**src/rtl/down_counter_ld.sv**
```systemverilog
// Loadable down-counter with IDLE/RUN/DONE control and a valid/ready load handshake.
// Optional auto-reload of the last accepted load value: define DOWNCNT_AUTORELOAD_EN.
module down_counter_ld #(
    parameter int WIDTH = 8
) (
    input  logic             clk,
    input  logic             reset_n,
    input  logic             en,
    input  logic             clr,
    input  logic             load_valid,
    input  logic [WIDTH-1:0] load_value,
    output logic             load_ready,
    output logic [WIDTH-1:0] count,
    output logic             busy,
    output logic             done
);

    typedef enum logic [1:0] {
        S_IDLE = 2'd0,
        S_RUN  = 2'd1,
        S_DONE = 2'd2
    } state_t;

    localparam logic [WIDTH-1:0] ONE = {{(WIDTH-1){1'b0}}, 1'b1};

    state_t           r_state;
    state_t           w_state_next;
    logic [WIDTH-1:0] r_count;
    logic [WIDTH-1:0] w_count_next;
    logic             w_load_fire;

    // clr outranks a load, so a load offered together with clr is not accepted
    assign w_load_fire = load_valid && (r_state == S_IDLE) && !clr;

`ifdef DOWNCNT_AUTORELOAD_EN
    logic [WIDTH-1:0] r_reload;

    always_ff @(posedge clk or negedge reset_n) begin
        if (!reset_n) begin
            r_reload <= '0;
        end else if (w_load_fire) begin
            r_reload <= load_value;
        end
    end
`endif

    always_comb begin
        w_state_next = r_state;
        w_count_next = r_count;
        if (clr) begin
            w_state_next = S_IDLE;
            w_count_next = '0;
        end else begin
            case (r_state)
                S_IDLE: begin
                    if (w_load_fire) begin
                        w_count_next = load_value;
                        w_state_next = (load_value == '0) ? S_DONE : S_RUN;
                    end
                end
                S_RUN: begin
                    if (en) begin
                        // <= also covers an (unreachable) zero count so it can never wrap
                        if (r_count <= ONE) begin
                            w_count_next = '0;
                            w_state_next = S_DONE;
                        end else begin
                            w_count_next = r_count - ONE;
                        end
                    end
                end
                S_DONE: begin
`ifdef DOWNCNT_AUTORELOAD_EN
                    if (r_reload != '0) begin
                        w_count_next = r_reload;
                        w_state_next = S_RUN;
                    end else begin
                        w_state_next = S_IDLE;
                    end
`else
                    w_state_next = S_IDLE;
`endif
                end
                default: begin
                    w_state_next = S_IDLE;
                    w_count_next = '0;
                end
            endcase
        end
    end

    always_ff @(posedge clk or negedge reset_n) begin
        if (!reset_n) begin
            r_state <= S_IDLE;
            r_count <= '0;
        end else begin
            r_state <= w_state_next;
            r_count <= w_count_next;
        end
    end

    assign load_ready = (r_state == S_IDLE);
    assign busy       = (r_state == S_RUN) || (r_state == S_DONE);
    assign done       = (r_state == S_DONE);
    assign count      = r_count;

endmodule

```
**config.mk**
```make
export PLATFORM = sky130hd
export DESIGN_NAME = down_counter_ld
export DESIGN_NICKNAME = d
export VERILOG_FILES = /design/src/rtl/down_counter_ld.sv
export SDC_FILE = /design/constraint.sdc
export NUM_CORES = 1
export LEC_CHECK = 0
export ABC_AREA = 1
export BUFFER_PORTS_ARGS = -buffer_cell sky130_fd_sc_hd__buf_2
export CAP_MARGIN = 20
export CORE_AREA = 5 5 47 49
export DETAILED_ROUTE_END_ITERATION = 8
export DIE_AREA = 0 0 52 54
export PLACE_DENSITY = 0.75
export SLEW_MARGIN = 25
export SYNTH_ARGS = -nofsm -noshare
export SYNTH_HDL_FRONTEND = slang
export SYNTH_SLANG_ARGS = --single-unit
```
**constraint.sdc**
```tcl
create_clock -name clk -period 3.2 [get_ports clk]
set_clock_uncertainty 0.05 [all_clocks]
set_input_delay 0.32 -clock clk [delete_from_list [all_inputs] [get_ports clk]]
set_output_delay 0.32 -clock clk [all_outputs]
set_load 0.01 [all_outputs]
```
==> impl_metrics.tcl <==
set metrics [dict create \
    status "finished clean" \
    synth_edf_count 0 \
    synth_cells 126 \
    drc_errors 0 \
    drive_gt1_share_pct 24.8 \
    syn_nets 144 \
    slew_viol_final 0 \
    via_per_inst 4.74 \
    syn-cell-area_um2 811 \
    ys_async_sr_fraction_pct 100 \
    firstDrtPassIters 4 \
    cts_tree "yes" \
    top_usage_layer "met2" \
    die_w_um 52 \
    ys_seq_elements 10 \
    fmax_mhz 600 \
    ir_drop_uv 513 \
    grt_remaining_overflow 0 \
    min_from "load_value[6]" \
    postCtsSetupBuffers 0 \
    wl_per_cell_um 10.8 \
    grt_max_degree 11 \
    ys.warnings.count 0 \
    die-area_mm2 0.00281 \
    drtAntennaViolNets 0 \
    yosysTopAreaCellShare_pct 30.9 \
    diodes 0 \
    via_count 854 \
    yosys.area.top_type "dfrtp_1" \
    ff2ff_setup_slack_ns 1.53 \
    cts_resized 0 \
    tightest_slew_ns 0.256 \
    finalCriticalPeriod_ns 1.67 \
    nets 173 \
    grt_pass1_wl_um 3240 \
    drt-initial-drc-count 13 \
    critPathCaptureType "register" \
    finalSetupViolations 0 \
    seq_area_um2 250 \
    pwr_density_cell_mw_per_mm2 1010 \
    holdWs_ns 0.318 \
    slew_headroom_pct 82.9 \
    required_ns 3.33 \
    p_leak_uw 0.000579 \
    final_hold_viol_count 0 \
    htreeDepth 1 \
    synth_cell_type_count 19 \
    hold_path.class "primary input to register" \
    cts_buffers 3 \
    use_met1_pct 19.7 \
    io_buffers 23 \
    rows 16 \
    drv_cap 0 \
    n_fill_cell 177 \
    worstSetupPathType "register to register" \
    cts_buffer_depth 2 \
    cp_max_fo 9 \
    pin_count 24 \
    rsz0062_at_grt "no" \
    initial_core_util_pct 44.5 \
    die_h_um 54 \
    area_delta_synth_final_pct 22.4 \
    multi_input_area_um2 489 \
    start_kind "register" \
    holdPathEnd "count[6]" \
    root_buffer "clkbuf_4" \
    crit_arrival_ns 1.80 \
    seq_area_frac_synth_pct 30.9 \
    fin_total_pwr_uw 998 \
    insertion_delay_ns 0.27 \
    dp_hpwl_um 1560 \
    first_global_vias 809 \
    r2r-start "count[0]" \
    r2r_end "r_state[0]" \
    grt_use_met2_pct 25.9 \
    antenna_found_initial 0 \
    place_congestion 0.883 \
    setup_tns_ns 0 \
    wl_um 1950 \
    avgSynthCellArea_um2 6.43 \
    holdPathStages 5 \
    path_clk_slew_ns 0.07 \
    coreArea_mm2 0.00182 \
    fin_crit_sh_pct 52.1 \
    grt_use_met3_pct 3.05 \
    reg2regPathDepth 11 \
    clock-sinks 10 \
    grtUsageTotal_pct 15.3 \
    synthTopCellsByArea "dfrtp_1 (31%), nand2_1 (24%), ha_1 (7.7%)" \
    synth_ff_type "dfrtp_1" \
]
## cells in the final DEF (no fill, tap or decap), drive strengths merged, types with 2 or more instances in the layout
cell type | synthesis | final
buf | 0 | 23
clkbuf | 0 | 3
dfrtp | 10 | 10
ha | 5 | 5
inv | 19 | 19
nand2 | 55 | 55
nand3 | 7 | 7
nor2 | 14 | 14
o21ai | 9 | 9
o21bai | 2 | 2
## synth_stat cells, types with 2 or more instances
cell,n
o21ai_0,5
o21bai_1,2
ha_1,5
nand2_1,51
nor2_1,10
nand3_1,7
inv_1,16
o21ai_1,3
nor2_2,2
nand2_2,4
dfrtp_1,10
nor2_4,2
inv_2,3
## what timing repair did
item                                    4_1_cts  5_1_grt
hold endpoints to repair                     10        0
hold buffers                                  1        0
endpoints found under the setup margin        0        0
## cell families after synthesis
family	synth area share [%]
simple gates	41.7
xor+xnor	2.16
fa+ha+maj	7.72
buf+inv	8.80
compound gates	8.80
flops	30.9
## worst max-delay path by stage
| stage | slack [ns] | depth (start not counted) | from | to |
|---|---|---|---|---|
| floorplan | 1.66 | 10 | count[0] | r_state[1] |
| global placement | 1.60 | 11 | r_state[0] | count[3] |
| detailed placement | 1.57 | 11 | count[0] | r_state[0] |
| CTS | 1.54 | 11 | count[0] | r_state[0] |
| global route | 1.38 | 11 | count[0] | count[2] |
| finish | 1.53 | 11 | count[0] | r_state[0] |
## through the flow
step,setup WS (ns),util (%),std cells,instance area (um2)
final,1.53,54.5,180,992
after CTS,1.54,54.5,180,992
after detailed placement,1.57,52.7,176,960
after global routing,1.38,54.5,180,992
after global placement,1.60,52.7,176,960
after floorplan,1.66,-,126,811
## critical path, cell delays in order (launching register included)
cell and delay [ns]:
dfrtp_1 0.40, inv_1 0.12, ha_1 0.25, inv_1 0.10, nand2_1 0.06, nand2_1 0.10
nor2_4 0.04, nor2_4 0.19, nand2_2 0.07, nand2_2 0.09, nand2_1 0.05, o21ai_1 0.07
## flip-flops by register name (all words and copies together) (netlist names)
signal,count
r_state,2
count,8
## power by group
group | switching [uW] | internal (uW)
Sequential | 78.9 | 184
Combinational | 400 | 248
Clock | 44.7 | 43.4
Total | 524 | 475
## cell type report
class | instances | area share [%]
flip-flops and latches | 10 | 25.2
multi-input cells | 97 | 49.3
clock buffers | 3 | 2.27
repair buffers | 24 | 12.6
well taps | 27 | 3.40
inverters | 19 | 7.19
## per-layer routing
metal	part of all wire [%]	routed length, um
met4	0.72	14
met3	7.3	143
met1	45	875
met2	47	915
met5	0	0
Note: power is estimated with default switching activity, not from simulation.
